===== config.mk =====
export PLATFORM = sky130hd
export DESIGN_NAME = blink_rate_ctrl
export DESIGN_NICKNAME = d
export VERILOG_FILES = /design/src/rtl/pl_blink_pkg.sv /design/src/rtl/btn_debounce.sv /design/src/rtl/blink_rate_ctrl.sv
export SDC_FILE = /design/constraint.sdc
export NUM_CORES = 1
export LEC_CHECK = 0
export ABC_AREA = 1
export CAP_MARGIN = 20
export CORE_MARGIN = 2
export CORE_UTILIZATION = 50
export DETAILED_ROUTE_END_ITERATION = 10
export PLACE_DENSITY = 0.75
export SLEW_MARGIN = 40
export SYNTH_ARGS = -nofsm -noshare
export SYNTH_HDL_FRONTEND = slang
export SYNTH_SLANG_ARGS = --single-unit

===== constraint.sdc =====
create_clock -name CLK25 -period 2.7 [get_ports CLK25]
set_input_delay 0.405 -clock CLK25 [delete_from_list [all_inputs] [get_ports CLK25]]
set_output_delay 0.405 -clock CLK25 [all_outputs]
set_load 0.1 [all_outputs]

===== src/rtl/pl_blink_pkg.sv =====
// Shared constants for the blink rate controller:
// default tick periods, counter width, debounce state encoding.
package pl_blink_pkg;

  localparam int CNT_W = 25;

  localparam int PERIOD0_DEF = 6000001;
  localparam int PERIOD1_DEF = 12500000;
  localparam int PERIOD2_DEF = 3125000;
  localparam int PERIOD3_DEF = 25000000;

  localparam logic [1:0] ST_UP     = 2'd0;
  localparam logic [1:0] ST_CHK_DN = 2'd1;
  localparam logic [1:0] ST_DOWN   = 2'd2;
  localparam logic [1:0] ST_CHK_UP = 2'd3;

  function automatic logic st_pressed(
    input logic [1:0] st
  );
    return (st == ST_DOWN) || (st == ST_CHK_UP);
  endfunction

endpackage


===== src/rtl/btn_debounce.sv =====
// Push-button synchronizer and four-state debouncer.
// Emits the debounced level and a one-cycle press strobe.
module btn_debounce
  import pl_blink_pkg::*;
#(
  parameter int DEBOUNCE_CYCLES = 250000
) (
  input  logic CLK25,
  input  logic RSTN,
  input  logic btn_n,
  output logic btn_level,
  output logic press,
  output logic press_nxt
);

  localparam int DW =
    (DEBOUNCE_CYCLES > 1) ? $clog2(DEBOUNCE_CYCLES) : 1;
  localparam logic [DW-1:0] TERM =
    DW'(DEBOUNCE_CYCLES - 1);

  logic          sync1;
  logic          sync2;
  logic          dn;
  logic [1:0]    state;
  logic [1:0]    state_nxt;
  logic [DW-1:0] cnt;
  logic [DW-1:0] cnt_nxt;
  logic          done;

  assign dn   = ~sync2;
  assign done = (cnt == TERM);

  always_comb begin
    state_nxt = state;
    cnt_nxt   = cnt;
    press_nxt = 1'b0;
    unique case (state)
      ST_UP: begin
        if (dn) begin
          state_nxt = ST_CHK_DN;
          cnt_nxt   = '0;
        end
      end
      ST_CHK_DN: begin
        if (!dn) begin
          state_nxt = ST_UP;
        end else if (done) begin
          state_nxt = ST_DOWN;
          press_nxt = 1'b1;
        end else begin
          cnt_nxt = cnt + 1'b1;
        end
      end
      ST_DOWN: begin
        if (!dn) begin
          state_nxt = ST_CHK_UP;
          cnt_nxt   = '0;
        end
      end
      ST_CHK_UP: begin
        if (dn) begin
          state_nxt = ST_DOWN;
        end else if (done) begin
          state_nxt = ST_UP;
        end else begin
          cnt_nxt = cnt + 1'b1;
        end
      end
    endcase
  end

  // Sync flops reset to 1 so reset reads as released
  always_ff @(posedge CLK25 or negedge RSTN) begin
    if (!RSTN) begin
      sync1     <= 1'b1;
      sync2     <= 1'b1;
      state     <= ST_UP;
      cnt       <= '0;
      btn_level <= 1'b0;
      press     <= 1'b0;
    end else begin
      sync1     <= btn_n;
      sync2     <= sync1;
      state     <= state_nxt;
      cnt       <= cnt_nxt;
      btn_level <= st_pressed(state_nxt);
      press     <= press_nxt;
    end
  end

endmodule


===== src/rtl/blink_rate_ctrl.sv =====
// Button-selectable tick generator: four periods,
// cycled by debounced presses, gated by en.
module blink_rate_ctrl
  import pl_blink_pkg::*;
#(
  parameter int DEBOUNCE_CYCLES = 250000,
  parameter int PERIOD0 = PERIOD0_DEF,
  parameter int PERIOD1 = PERIOD1_DEF,
  parameter int PERIOD2 = PERIOD2_DEF,
  parameter int PERIOD3 = PERIOD3_DEF
) (
  input  logic       CLK25,
  input  logic       RSTN,
  input  logic       btn_n,
  input  logic       en,
  output logic       tick,
  output logic [1:0] rate_sel,
  output logic       btn_level,
  output logic       press
);

  logic             press_nxt;
  logic [CNT_W-1:0] cnt;
  logic [CNT_W-1:0] term;

  btn_debounce #(
    .DEBOUNCE_CYCLES(DEBOUNCE_CYCLES)
  ) u_deb (
    .CLK25    (CLK25),
    .RSTN     (RSTN),
    .btn_n    (btn_n),
    .btn_level(btn_level),
    .press    (press),
    .press_nxt(press_nxt)
  );

  always_comb begin
    term = '0;
    unique case (rate_sel)
      2'd0: term = CNT_W'(PERIOD0 - 1);
      2'd1: term = CNT_W'(PERIOD1 - 1);
      2'd2: term = CNT_W'(PERIOD2 - 1);
      2'd3: term = CNT_W'(PERIOD3 - 1);
    endcase
  end

  // A press lands together with its rate change, so it
  // suppresses any tick due in the same cycle.
  always_ff @(posedge CLK25 or negedge RSTN) begin
    if (!RSTN) begin
      cnt      <= '0;
      tick     <= 1'b0;
      rate_sel <= 2'd0;
    end else if (press_nxt) begin
      cnt      <= '0;
      tick     <= 1'b0;
      rate_sel <= rate_sel + 2'd1;
    end else if (!en) begin
      cnt      <= '0;
      tick     <= 1'b0;
    end else if (cnt == term) begin
      cnt      <= '0;
      tick     <= 1'b1;
    end else begin
      cnt      <= cnt + 1'b1;
      tick     <= 1'b0;
    end
  end

endmodule


=== Word-level counts from Yosys, hierarchy flattened ===
Index checks and enable logic that the tools add are counted.

* Register bits: 52
* Input port bits: 4
* Output and inout port bits: 5
* Logic and storage cells: 53

* Add/sub/neg operators: 3
* Equal/unequal tests: 14
* Multiplexer cells: 23
* Reduce and logical (&&, ||, !) cells: 4

{| class="wikitable"
|+ Operators with widths
! cell !! number
|-
| case mux 25 bit (4 select lines) || 1
|-
| 2-to-1 mux 18 bit || 5
|-
| 2-to-1 mux 25 bit || 3
|-
| case mux 18 bit (4 select lines) || 1
|-
| adder 25 x 1 -> 25 bit, second input constant || 1
|-
| == test 25 bit || 1
|-
| adder 18 x 1 -> 18 bit, second input constant || 1
|-
| == test 18 bit, second input constant || 1
|-
| == test 2 bit, second input constant || 6
|-
| 2-to-1 mux 2 bit || 6
|-
| case mux 2 bit (4 select lines) || 1
|-
| 2-to-1 mux 1 bit || 6
|-
| == test 2 x 1 -> 1 bit, second input constant || 2
|-
| zero test 2 bit || 2
|-
| inequality test 2 x 1 -> 1 bit, second input constant || 2
|-
| inequality test 2 bit, second input constant || 2
|-
| AND reduction 4 bit || 1
|-
| adder 2 x 1 -> 2 bit, second input constant || 1
|-
| logical OR 1 bit || 1
|}

=== Depth between registers and ports, before layout ===
* Depth in word-level cells: 6
* Gate-level depth with buffers: 14
* Mapped depth without buffers: 11

=== Cells and area by module ===
From an unflattened synthesis, not the netlist that was laid out.

* Cell total of the unflattened synthesis: 477
* Area total of the unflattened synthesis: 3,352.0 µm²

{| class="wikitable"
|+ Modules (own cells, without submodules)
! module !! instances !! cells an instance !! area each (µm²) !! seq. area each (µm²)
|-
| blink_rate_ctrl || 1 || 268 || 1,838.0 || 700.7
|-
| btn_debounce || 1 || 209 || 1,514.0 || 578.1
|}

=== Worst setup path after synthesis ===
OpenSTA, ideal clock, no wires.

* Kind: flip-flop to flip-flop
* Start point: register rate_sel[0]
* End point: register cnt[11]
* Library setup time: 0.121 ns
* Arrival: 2.547 ns
* Data required time: 2.579 ns
* Setup slack: 0.031 ns
* Cell stages (with the launch flop): 14
* Path buffers: 3
* Clock period less this slack: 2.669 ns
* Cells stage by stage: dfrtp_1 -> buf_2 -> inv_1 -> ha_1 -> buf_4 -> inv_1 -> nand3_1 -> nand2_1 -> nand2_1 -> a21oi_1 -> nand3_2 -> nand2_4 -> buf_8 -> nor2_1

* Word-level cells in the longest chain between the ends: 6
* Elaborated cells on any way between the ends: 9
* Classes of those cells: 4 x eq/ne; 4 x mux; 1 x reduce/logical

{| class="wikitable"
|+ Ends and longest elaborated chain
! element !! RTL line !! source
|-
| start, declared || blink_rate_ctrl.sv:17 || <nowiki>output logic [1:0] rate_sel,</nowiki>
|-
| start signal, assigned || blink_rate_ctrl.sv:57 || <nowiki>rate_sel <= rate_sel + 2'd1;</nowiki>
|-
| == test 2 bit (tied with other cells) || blink_rate_ctrl.sv:39 || <nowiki>unique case (rate_sel)</nowiki>
|-
| case mux 25 bit (4 select lines) * || blink_rate_ctrl.sv:39 ||
|-
| == test 25 bit * || blink_rate_ctrl.sv:61 || <nowiki>end else if (cnt == term) begin</nowiki>
|-
| 2-to-1 mux 25 bit * || blink_rate_ctrl.sv:61 ||
|-
| 2-to-1 mux 25 bit * || blink_rate_ctrl.sv:58 || <nowiki>end else if (!en) begin</nowiki>
|-
| 2-to-1 mux 25 bit * || blink_rate_ctrl.sv:54 || <nowiki>end else if (press_nxt) begin</nowiki>
|-
| end signal, assigned || blink_rate_ctrl.sv:65 || <nowiki>cnt <= cnt + 1'b1;</nowiki>
|-
| end, declared || blink_rate_ctrl.sv:23 || <nowiki>logic [CNT_W-1:0] cnt;</nowiki>
|}

Mark *: on every way between the ends. The rest lies on a longest branch, timed or not. The select of a mux whose other input is x is not followed.
A chain may end at the register's enable or synchronous reset.

=== Worst setup path after layout ===
* Start point: register rate_sel[0]
* End point: register cnt[7]

The elaborated chain is that of the path after synthesis.

==> out/summary.txt <==
Clk network pwr share = 0.339
Post-synthesis sequential area ratio = 0.3758
Met1 usage = 0.2876
DIE WIDTH = 87.30 µm
CTS tree = built
Worst setup EP type = register
Core Rows = 30
Initial antenna violation count = 0
Boundary pin count = 9
Layout cell share with drive strength beyond 1 = 0.07198
Cells after Synth = 508
Outcome = completed
Gpl congestion = 0.9329
DIE HEIGHT = 87.30 µm
Clk root buf = clkbuf_8
Iteration-0 DRC Markers = 218
Worst-Margin Slew = 0.6772 ns
Worst vdd ir = 0.2288 mV
Placed cells = 586
Sequential power share = 0.603
Slew margin rel. = 0.5485
DRT antenna net count = 0
Max Cap Violations = 0
TNS Setup = 0 ns
Setup bufs post-CTS = 0
GR peak layer = met2
Setup Skew = 0.01330 ns
Reg clk slew, reported paths = 0.10 ns
Hold WC Path Type = primary input to asynchronous set/reset pin
Unrepaired setup endpoints after global routing = no
Clk sink count = 52
Number of global-route vias before repair = 2998
Largest net degree at the start of global routing = 32
Area grow syn2layout = 5.409%
Setup violations, final = 0
Synth Warn # = 0
Post-Route WL = 7882 µm
CTS Buffer Depth = 2
Hold Slack = 0.1261 ns
Clock Latency Late Sink = 0.30 ns
CTS hold repair buffers = 0
Final nets = 523
DR vias = 3228
Synthesized area per cell = 6.830 µm²
Sw Ratio = 0.2500
Overall routing resource usage = 0.2242
CP Class = register to register
Setup slack, reg-to-reg = 0.48 ns
Final min period = 2.215 ns
Pwr Density = 363.9 mW/mm²
Input/output buffers = 8
DP HPWL = 6147 µm
Diode count = 0
H-tree depth = 2
Crit path required time = 2.88 ns
Resize count post-CTS = 0
CP max FO = 16
Drt drc = 0
First-pass GRT wire length = 13820 µm
Startpoint Class = register
Cell leakage power = 0.001638 µW
Met3 Usage GRT = 0.03791
#FFs+latches synth = 52
Wire per inst = 13.27 µm
Synth cell types = 34
Vias per cell = 5.434
Fmax = 451.5 MHz
Comb pwr share = 0.058
Hold Violations, Final = 0
Mapped cell area = 0.003470 mm²
GR Overflow Total = 0
Int Pwr = 998.2 µW
Starting Density = 0.5135
Period utilization = 0.8204
Core Area = 0.006756 mm²
WP data arrival = 2.40 ns
Met2 Use GR = 0.3857
Total CTS buffers = 5
P_sw = 332.7 µW
Post-Syn Nets = 518
Slew Viols, Final = 0
DRT Pass-1 Iters = 5
Die Footprint = 0.007621 mm²
Non-filler instance count after layout = 594
## power by group through the flow
stage	combinational [µW]	sequential, µW	clock, µW
floorplan	47.2	815	0
global placement	76.3	817	0
detailed placement	78.7	818	0
CTS	79.1	803	461
global route	90.1	805	502
finish	77.3	803	451
## kinds of logic after synthesis
family | share of synthesized area
simple gates | 0.3985
fa+ha+maj | 0.02164
flops | 0.3758
compound gates | 0.06672
buf+inv | 0.08691
xor+xnor | 0.05049
## cell usage in the layout (no fill, tap or decap), types with 2 or more instances in the layout
cell	n
buf_4	9
nor3_1	7
a31o_2	2
xor2_1	13
o211ai_1	2
nand2_1	143
nand4_1	23
nand3_2	3
nand3b_1	2
o21ai_1	10
or2_2	3
dfstp_2	2
inv_2	3
ha_1	6
dfrtp_1	50
nor2_1	94
o21bai_1	3
nor2_2	2
clkdlybuf4s50_1	2
nand2_4	3
o21ai_0	16
nand3_1	37
inv_1	53
clkbuf_8	5
xnor2_1	7
a21oi_1	5
## cell type report
type / count / area, µm²
clock buffer: 6 / 72.57
clock inverter: 2 / 13.76
fill: 665 / 3099
inverter: 56 / 210.2
multi-input combinational: 386 / 1864
sequential: 52 / 1304
tap: 80 / 100.1
timing repair buffer: 12 / 92.59
## layer usage
| layer | wire (µm) | share of wire | vias to the layer above |
|---|---|---|---|
| li1 | - | - | 1625 |
| met1 | 3381 | 0.43 | 1483 |
| met2 | 3902 | 0.50 | 100 |
| met3 | 384 | 0.049 | 20 |
| met4 | 214 | 0.027 | 0 |
| met5 | 0 | 0 | - |
## cell usage after synthesis (all sizes together)
| library cell | n | area (µm²) |
|---|---|---|
| a21o | 1 | 7.510 |
| or2 | 3 | 18.77 |
| o21bai | 3 | 22.52 |
| ha | 6 | 75.07 |
| xnor2 | 7 | 61.31 |
| inv | 56 | 210.2 |
| nand2 | 146 | 570.5 |
| o21ai | 26 | 130.1 |
| a31oi | 1 | 6.260 |
| dfstp | 2 | 52.55 |
| o211ai | 2 | 15.01 |
| o21a | 1 | 7.510 |
| nor3 | 7 | 35.03 |
| a31o | 2 | 17.52 |
| nand3 | 40 | 215.2 |
| xor2 | 13 | 113.9 |
| dfrtp | 50 | 1251 |
| nand4 | 23 | 143.9 |
| nor2 | 97 | 376.6 |
| a21oi | 5 | 25.02 |
| clkbuf | 5 | 22.52 |
| and2 | 1 | 7.510 |
| nand3b | 2 | 15.01 |
| buf | 9 | 68.81 |
## state kept, by name, summed over array words and instances (netlist names)
name and count:
tick 1, u_deb.sync2 1, u_deb.sync1 1, u_deb.press 1, u_deb.btn_level 1, u_deb.state 2
rate_sel 2, cnt 25, u_deb.cnt 18
## path summary, 6_finish.rpt
kind                             start       endpoint  depth (start not counted)
max                        rate_sel[0]         cnt[7]                         11
min                               RSTN         cnt[1]                          1
max reg2reg                rate_sel[0]         cnt[7]                         11
min reg2reg                u_deb.sync1    u_deb.sync2                          0
max in group asynchronous         RSTN  u_deb.cnt[10]                          2
min in group CLK25         u_deb.sync1    u_deb.sync2                          0
## worst max-delay path, stage by stage (launching register included)
cell     delay (ns)
dfrtp_1        0.51
inv_1          0.20
ha_1           0.36
inv_1          0.17
nand2_1        0.12
nand2_1        0.05
nor2_1         0.09
nand2_1        0.06
nor2_1         0.12
nand3_2        0.16
nand2_4        0.21
nor2_1         0.06
## per-stage QoR
stage | utilization | area [µm²] | setup slack [ns] | power, µW
after floorplan | - | 3470 | 0.03147 | 862.3
after global placement | 0.5285 | 3571 | 0.5954 | 893.6
after detailed placement | 0.5285 | 3571 | 0.5189 | 897.0
after CTS | 0.5413 | 3657 | 0.5090 | 1343
after global routing | 0.5413 | 3657 | 0.2232 | 1397
final | 0.5413 | 3657 | 0.4849 | 1331
Power figures use the tool's default switching activity.
